### config.mk
export PLATFORM = sky130hd
export DESIGN_NAME = alu_scan_harness
export DESIGN_NICKNAME = d
export VERILOG_FILES = /design/src/rtl/alu_scan_pkg.sv /design/src/rtl/alu.sv /design/src/rtl/alu_scan_harness.sv
export SDC_FILE = /design/constraint.sdc
export NUM_CORES = 2
export LEC_CHECK = 0
export BUFFER_PORTS_ARGS = -buffer_cell sky130_fd_sc_hd__clkbuf_2
export CORE_MARGIN = 8
export CORE_UTILIZATION = 30
export DETAILED_ROUTE_END_ITERATION = 8
export HOLD_SLACK_MARGIN = 0.05
export PLACE_DENSITY = 0.48
export REMOVE_ABC_BUFFERS = 1
export SLEW_MARGIN = 10
export SYNTH_ARGS = -nofsm -noshare
export SYNTH_HDL_FRONTEND = slang
export SYNTH_SLANG_ARGS = --single-unit
export TNS_END_PERCENT = 100
### constraint.sdc
create_clock -name clk -period 5.4 [get_ports clk]
set_input_delay 0.54 -clock clk [delete_from_list [all_inputs] [get_ports clk]]
set_output_delay 0.54 -clock clk [all_outputs]
set_load 0.005 [all_outputs]
### src/rtl/alu_scan_pkg.sv
// Shared types, funct3 encodings and frame-geometry helpers for the ALU scan harness.
package alu_scan_pkg;

    typedef enum logic [1:0] {
        IDLE,
        SHIFT_IN,
        EXEC,
        SHIFT_OUT
    } state_t;

    localparam logic [2:0] ADD  = 3'b000;
    localparam logic [2:0] SLL  = 3'b001;
    localparam logic [2:0] SLT  = 3'b010;
    localparam logic [2:0] SLTU = 3'b011;
    localparam logic [2:0] XOR  = 3'b100;
    localparam logic [2:0] SRL  = 3'b101;
    localparam logic [2:0] OR   = 3'b110;
    localparam logic [2:0] AND  = 3'b111;

    // Beats needed to carry a frame, rounding up so a partial last beat still counts.
    function automatic int in_beats(input int xlen, input int lanes);
        return (2 * xlen + 6 + lanes - 1) / lanes;
    endfunction

    function automatic int out_beats(input int xlen, input int lanes);
        return (xlen + 3 + lanes - 1) / lanes;
    endfunction

endpackage

### src/rtl/alu.sv
// Combinational RISC-V style ALU with W-form (32-bit, sign-extended) operations
// and funct3-independent eq/lt/ltu compare flags.
module alu
    import alu_scan_pkg::*;
#(
    parameter int XLEN = 64
) (
    input  logic [XLEN-1:0] op1,
    input  logic [XLEN-1:0] op2,
    input  logic            sub,
    input  logic            ashr,
    input  logic            w,
    input  logic [2:0]      funct3,
    output logic [XLEN-1:0] result,
    output logic            eq,
    output logic            lt,
    output logic            ltu
);

    localparam int SHW = $clog2(XLEN);

    logic [XLEN-1:0] full;
    logic [SHW-1:0]  shamt;
    logic [31:0]     a32;
    logic [31:0]     b32;
    logic [31:0]     r32;

    assign shamt = op2[SHW-1:0];
    assign a32   = op1[31:0];
    assign b32   = op2[31:0];

    assign eq  = (op1 == op2);
    assign lt  = ($signed(op1) < $signed(op2));
    assign ltu = (op1 < op2);

    always_comb begin
        full = '0;
        case (funct3)
            ADD:  full = sub ? (op1 - op2) : (op1 + op2);
            SLL:  full = op1 << shamt;
            SLT:  full = {{(XLEN-1){1'b0}}, lt};
            SLTU: full = {{(XLEN-1){1'b0}}, ltu};
            XOR:  full = op1 ^ op2;
            SRL: begin
                // Kept as separate statements so the arithmetic shift stays signed.
                if (ashr) full = $signed(op1) >>> shamt;
                else      full = op1 >> shamt;
            end
            OR:   full = op1 | op2;
            AND:  full = op1 & op2;
            default: full = '0;
        endcase
    end

    always_comb begin
        r32 = '0;
        case (funct3)
            ADD:  r32 = sub ? (a32 - b32) : (a32 + b32);
            SLL:  r32 = a32 << b32[4:0];
            SLT:  r32 = {31'b0, $signed(a32) < $signed(b32)};
            SLTU: r32 = {31'b0, a32 < b32};
            XOR:  r32 = a32 ^ b32;
            SRL: begin
                if (ashr) r32 = $signed(a32) >>> b32[4:0];
                else      r32 = a32 >> b32[4:0];
            end
            OR:   r32 = a32 | b32;
            AND:  r32 = a32 & b32;
            default: r32 = '0;
        endcase
    end

    if (XLEN > 32) begin : g_wide
        assign result = w ? {{(XLEN-32){r32[31]}}, r32} : full;
    end else begin : g_narrow
        logic unused_w;
        assign unused_w = w ^ (^r32);
        assign result   = full;
    end

endmodule

### src/rtl/alu_scan_harness.sv
// Framed multi-lane serial harness: shifts a command in, runs one ALU evaluation,
// shifts result and compare flags out, with busy/done handshake and sticky overrun.
module alu_scan_harness
    import alu_scan_pkg::*;
#(
    parameter int XLEN  = 64,
    parameter int LANES = 1
) (
    input  logic             clk,
    input  logic             rst_n,
    input  logic             start,
    input  logic [LANES-1:0] tdi,
    output logic [LANES-1:0] tdo,
    output logic             busy,
    output logic             done,
    output logic             overrun
);

    localparam int IN_BITS   = 2 * XLEN + 6;
    localparam int OUT_BITS  = XLEN + 3;
    localparam int IN_BEATS  = in_beats(XLEN, LANES);
    localparam int OUT_BEATS = out_beats(XLEN, LANES);
    localparam int IN_W      = IN_BEATS * LANES;
    localparam int OUT_W     = OUT_BEATS * LANES;
    localparam int CNT_W     = $clog2(IN_BEATS + 1);

    state_t           state;
    state_t           next_state;
    logic [CNT_W-1:0] beat;
    logic [IN_W-1:0]  in_sr;
    logic [OUT_W-1:0] out_sr;
    logic             last_in;
    logic             last_out;
    logic             capture;
    logic [XLEN-1:0]  alu_result;
    logic             alu_eq;
    logic             alu_lt;
    logic             alu_ltu;
    logic             unused_pad;

    assign last_in  = (beat == CNT_W'(IN_BEATS - 1));
    assign last_out = (beat == CNT_W'(OUT_BEATS - 1));
    assign capture  = ((state == IDLE) && start) || (state == SHIFT_IN);
    assign tdo      = out_sr[LANES-1:0];
    // Padding bits of the last input beat are shifted in but never decoded.
    assign unused_pad = ^in_sr;

    always_ff @(posedge clk) begin
        if (!rst_n) state <= IDLE;
        else        state <= next_state;
    end

    always_comb begin
        next_state = state;
        busy       = 1'b0;
        done       = 1'b0;
        case (state)
            IDLE: begin
                if (start) next_state = SHIFT_IN;
            end
            SHIFT_IN: begin
                busy = 1'b1;
                if (last_in) next_state = EXEC;
            end
            EXEC: begin
                busy       = 1'b1;
                next_state = SHIFT_OUT;
            end
            SHIFT_OUT: begin
                busy = 1'b1;
                if (last_out) begin
                    done       = 1'b1;
                    next_state = IDLE;
                end
            end
            default: next_state = IDLE;
        endcase
    end

    // Beat 0 is captured on the same edge that sees start in IDLE, so the counter
    // enters SHIFT_IN already pointing at beat 1.
    always_ff @(posedge clk) begin
        if (!rst_n) begin
            beat    <= '0;
            in_sr   <= '0;
            out_sr  <= '0;
            overrun <= 1'b0;
        end else begin
            if (start && (state != IDLE)) overrun <= 1'b1;
            if (capture) in_sr <= {tdi, in_sr[IN_W-1:LANES]};
            case (state)
                IDLE: begin
                    if (start) beat <= CNT_W'(1);
                end
                SHIFT_IN: begin
                    beat <= last_in ? '0 : beat + 1'b1;
                end
                EXEC: begin
                    out_sr <= OUT_W'({alu_ltu, alu_lt, alu_eq, alu_result});
                end
                SHIFT_OUT: begin
                    out_sr <= out_sr >> LANES;
                    beat   <= last_out ? '0 : beat + 1'b1;
                end
                default: beat <= '0;
            endcase
        end
    end

    alu #(.XLEN(XLEN)) u_alu (
        .op1    (in_sr[XLEN+5:6]),
        .op2    (in_sr[2*XLEN+5:XLEN+6]),
        .sub    (in_sr[0]),
        .ashr   (in_sr[1]),
        .w      (in_sr[5]),
        .funct3 (in_sr[4:2]),
        .result (alu_result),
        .eq     (alu_eq),
        .lt     (alu_lt),
        .ltu    (alu_ltu)
    );

endmodule
* Word-level counts from Yosys, hierarchy flattened
Cells that the tools add are included.
** Storage, ports and cells
- Latch bits :: 0
- Memory bits (writable) :: 0
- Register bits :: 212
- Bits in read-only memories :: 0
- Memories kept :: 0
- Word-level logic and storage cells :: 72
- Output and inout bits :: 4
** Cells by class
- Magnitude comparators :: 4
- Add/subtract/negate cells :: 5
- Bitwise gates (word level) :: 6
- Divide/modulo/power cells :: 0
- Muxes and demuxes :: 19
- Shift-type cells :: 6
- Reductions and logical operators :: 11
- Equal/unequal tests :: 16
- Multipliers :: 0
** Operator list (number)
- case mux 64 bit (8 select lines) :: 1
- case mux 32 bit (8 select lines) :: 1
- 2-to-1 mux 64 bit :: 3
- case mux 67 bit (2 select lines) :: 1
- < comparator 64 bit :: 2
- adder 64 bit :: 1
- AND 64 bit :: 1
- equality test 64 bit :: 1
- < comparator 32 bit :: 2
- 2-to-1 mux 32 bit :: 2
- OR 64 bit :: 1
- << shifter 64 x 6 -> 64 bit :: 1
- right shift 64 x 6 -> 64 bit :: 1
- >>> shifter 64 x 6 -> 64 bit :: 1
- subtractor 64 bit :: 1
- bitwise XOR 64 bit :: 1
- adder 32 bit :: 1
- AND 32 bit :: 1
- OR 32 bit :: 1
- << shifter 32 x 5 -> 32 bit :: 1
- right shift 32 x 5 -> 32 bit :: 1
- >>> shifter 32 x 5 -> 32 bit :: 1
- subtractor 32 bit :: 1
- bitwise XOR 32 bit :: 1
- 23 further kinds :: 38

* Longest topological paths before layout
- Depth in word-level cells :: 5
- Gate-level depth with buffers :: 22
- Gate-level depth less buffers :: 15

* Cells and area by module
From an unflattened synthesis, not the netlist that was laid out.
** Unflattened totals
- Cell total of the unflattened synthesis :: 4128
- Area, all modules :: 28643.7 sq um
** By module, submodules not included
- alu :: cells an instance 3095, sequential area each 0.0 sq um, area an instance 20362.0 sq um, instances 1
- alu_scan_harness :: cells an instance 1033, sequential area each 4244.1 sq um, area an instance 8281.7 sq um, instances 1

* Least setup slack after synthesis
Ideal clock, no wire load.
- Kind :: register to register
- Start :: register in_sr[73]
- End :: register out_sr[35]
- Cell stages (with the launch flop) :: 23
- Arrival time :: 4.488 ns
- Data required time :: 5.267 ns
- Period minus slack after synthesis :: 4.621 ns
- Path slack :: 0.779 ns
- Setup time :: 0.133 ns
- Path through :: dfxtp_1 -> buf_2 -> inv_1 -> buf_2 -> buf_1 -> clkbuf_1 -> buf_2 -> ha_1 -> buf_4 -> nor2b_1 -> a211oi_1 -> nor4b_2 -> o21bai_2 -> o21ai_2 -> mux2_1 -> nor4_2 -> a21o_1 -> buf_6 -> a21boi_4 -> buf_6 -> nand3_1 -> a21oi_1 -> nor3_1
** On the way
- Word-level cells in the longest chain between the ends :: 5
** Ends and longest elaborated chain
- start: declaration :: RTL line alu_scan_harness.sv:30 : logic [IN_W-1:0] in_sr;
- start signal: assignment :: RTL line alu_scan_harness.sv:90 : if (capture) in_sr <= {tdi, in_sr[IN_W-1:LANES]};
- adder 64 bit, or another cell as far along :: RTL line alu.sv:39 : ADD: full = sub ? (op1 - op2) : (op1 + op2);
- 2-to-1 mux 64 bit, or another cell as far along :: RTL line alu.sv:39
- case mux 64 bit (8 select lines) or case mux 32 bit (8 select lines) (tied branches) :: RTL line alu.sv:38, alu.sv:57
- 2-to-1 mux 64 bit * :: RTL line alu.sv:74 : assign result = w ? {{(XLEN-32){r32[31]}}, r32} : full;
- case mux 67 bit (2 select lines) * :: RTL line alu_scan_harness.sv:91 : case (state)
- end signal: assignment :: RTL line alu_scan_harness.sv:99 : out_sr <= OUT_W'({alu_ltu, alu_lt, alu_eq, alu_result});
- end signal: assignment :: RTL line alu_scan_harness.sv:102 : out_sr <= out_sr >> LANES;
- end: declaration :: RTL line alu_scan_harness.sv:31 : logic [OUT_W-1:0] out_sr;
Every way passes the cells marked *; elsewhere a longest branch is shown, timed or not.
A chain may end at the register's enable or synchronous reset.

* Worst setup path after layout
- Start :: register in_sr[34]
- End :: register out_sr[63]
Same word-level chain as after synthesis.

==> flow_metrics.tcl <==
set metrics [dict create \
    outcome "complete, no violations" \
    async_flop_share_pct 0 \
    p_int_uw 3490 \
    cts.sinks 212 \
    cts_made_buffers 28 \
    use_met1_pct 38.9 \
    synthFlopType "dfxtp_1" \
    syn_area_per_cell_um2 6.62 \
    clock.fmax_mhz 192 \
    netlist_area_mm2 0.0287 \
    min_path_type "input pin to flop" \
    skew_ps 54.9 \
    cp_max_fo 17 \
    use_met2_pct 40.2 \
    gr-usage-met3_pct 6.53 \
    place_congestion 1.06 \
    path_class "flop to flop" \
    grt_start_max_net_pins 140 \
    grt_pass1_vias 30900 \
    crit_required_ps 5890 \
    place.port_buffers 7 \
    rrSetupSlack_ps 190 \
    final_common_cell "nand2_1" \
    ys_seq_elements 212 \
    cts_hold_buf 0 \
    cts_tree "built" \
    power_switching_uw 2030 \
    drc_errors 0 \
    seq_power_share_pct 32.5 \
    drt_iter0_markers 4838 \
    grt_usage_pct 27.7 \
    nNetsFinal 4340 \
    seq_area_frac_synth_pct 14.8 \
    h-tree-depth 1 \
    drtPass1Iterations 7 \
    period_share_pct 96.4 \
    post_drt_wl_per_cell_um 28.7 \
    synth_cell_types 99 \
    combinationalPowerShare_pct 26.9 \
    switching_share_pct 36.7 \
    drt_wl_total_mm 156 \
    pwr_density_cell_mw_per_mm2 178 \
    ys_warn_count 0 \
    fillers 10600 \
    top_usage_layer "met2" \
    slew_headroom_pct 18.4 \
    worst_hold_slack_ps 167 \
    post-route-min-period_ps 5210 \
    path_clk_slew_ps 60 \
    clock-root-buffer "clkbuf_16" \
    place_hpwl_mm 118 \
    die_width_um 326 \
    leakage_uw 0.0108 \
    drive_above_1_share_pct 8.60 \
    final_cells 5420 \
    synthCells 4345 \
    layout_common_cells "nand2_1 (658), a21oi_1 (608), nor2_1 (440)" \
    die_area_mm2 0.106 \
    critPathCaptureType "flop" \
    hold_viol 0 \
    finalCoreUtilization_pct 32.6 \
    max-vdd-ir-drop_mv 0.257 \
    insertion_delay_ps 650 \
    syn_to_final_growth_pct 7.63 \
    ant_nets 0 \
    finalSetupViolCount 0 \
    io-pin-count 8 \
    routed_via_density 6.21 \
    start_util_pct 30.3 \
    rsz0062_at_grt "no" \
    cp-start-kind "flop" \
    worstMarginPinSlew_ps 1210 \
    tns_ps 0 \
    dp_cells 5367 \
    antenna_found_initial 6 \
    synth_edf_count 0 \
    worstPathArrival_ps 5700 \
    vias 33700 \
    cts_setup_buffers 0 \
    core_mm2 0.0950 \
    grt_pass1_wl_mm 224 \
    slew_violations 0 \
    max_cap_viol_count 0 \
    ctsResizeCount 0 \
    clk_path_buf_depth 3 \
    p_clk_share_pct 40.6 \
    die_h_um 326 \
    grt_overflow 0 \
    rows 113 \
]
==> critical path: stages (launching register included) <==
cell,delay (ps)
dfxtp_1,510
inv_1,80
ha_1,690
nand4_1,360
or3_1,510
nor4_2,580
o21ai_0,570
nand2_1,250
a32oi_1,190
o31ai_2,550
a211oi_1,160
a211o_1,300
a41oi_1,210
o21ai_0,100
==> synthesized netlist by cell type, drive strengths merged, types with 13 or more instances <==
cell type    n  area [um^2]
a211oi      89          673
a21o        29          218
a21oi      611         3070
a221oi      24          216
a22oi       16          120
a31oi       26          163
and2        21          131
and3        34          213
buf        136          744
clkbuf     241          906
dfxtp      212         4240
ha         202         2530
inv        214          803
mux2        49          552
mux2i      133         1330
mux4        51         1150
nand2      658         2470
nand2b      21          131
nand3       54          270
nand4       29          181
nor2       443         1660
nor2b       21          131
nor3        84          440
nor4        27          181
o211a       13          130
o211ai      69          518
o21a        20          150
o21ai      416         2100
o21bai      28          214
o221ai      30          263
o22ai       37          231
o31ai       32          245
or3         37          236
xnor2       61          534
==> per-layer routing <==
| layer | share of wire (%) | wire [um] |
|---|---|---|
| met5 | 0.029 | 45 |
| met4 | 4.7 | 7270 |
| met3 | 11 | 17800 |
| met2 | 41 | 64200 |
| met1 | 43 | 66500 |
==> through the flow <==
stage | instance area [um^2] | setup WS [ps] | total power (uW)
after global placement | 29800 | 66.8 | 3300
after CTS | 30900 | 86.9 | 5570
after detailed placement | 29800 | 133 | 3300
after floorplan | 27100 | -5040 | 2660
final | 30900 | 192 | 5520
after global routing | 30900 | 131 | 5770
==> state kept, by name (all words and copies together), names as in the netlist <==
name and cells:
in_sr 134, state 2, beat 8, out_sr 67, overrun 1
==> power by group through the flow <==
stage	combinational [uW]	clock, uW	sequential (uW)
2_1_floorplan	873	0	1790
3_3_place_gp	1480	0	1830
3_5_place_dp	1480	0	1820
4_1_cts	1490	2290	1790
5_1_grt	1620	2340	1810
6_report	1480	2240	1800
==> worst paths after layout <==
check,from,endpoint,cells after the start
min reg2reg,out_sr[19],out_sr[18],2
min,tdi,in_sr[133],3
max,in_sr[34],out_sr[63],13
max reg2reg,in_sr[34],out_sr[63],13
==> cells by family (layout without fill, tap and decap cells) <==
| kind of cell | after synthesis | after routing | share of synthesized area (%) |
|---|---|---|---|
| buf+inv | 596 | 404 | 8.60 |
| simple gates | 1459 | 1459 | 21.9 |
| fa+ha+maj | 204 | 204 | 8.93 |
| mux | 233 | 233 | 10.5 |
| compound gates | 1568 | 1568 | 33.1 |
| other cells | 0 | 2 | 0 |
| flops | 212 | 212 | 14.8 |
| xor+xnor | 73 | 73 | 2.22 |
==> layout make-up <==
cell class / count / area, um^2 / share of cell area, %
flip-flops and latches: 212 / 4270 / 13.8
well taps: 1265 / 1580 / 5.12
multi-input cells: 3537 / 22100 / 71.4
clock inverters: 14 / 256 / 0.829
repair buffers: 134 / 1100 / 3.56
diodes: 2 / 5.00 / 0.0162
clock buffers: 37 / 817 / 2.64
inverters: 219 / 828 / 2.68
No activity file was read; power rests on OpenSTA's default activity.
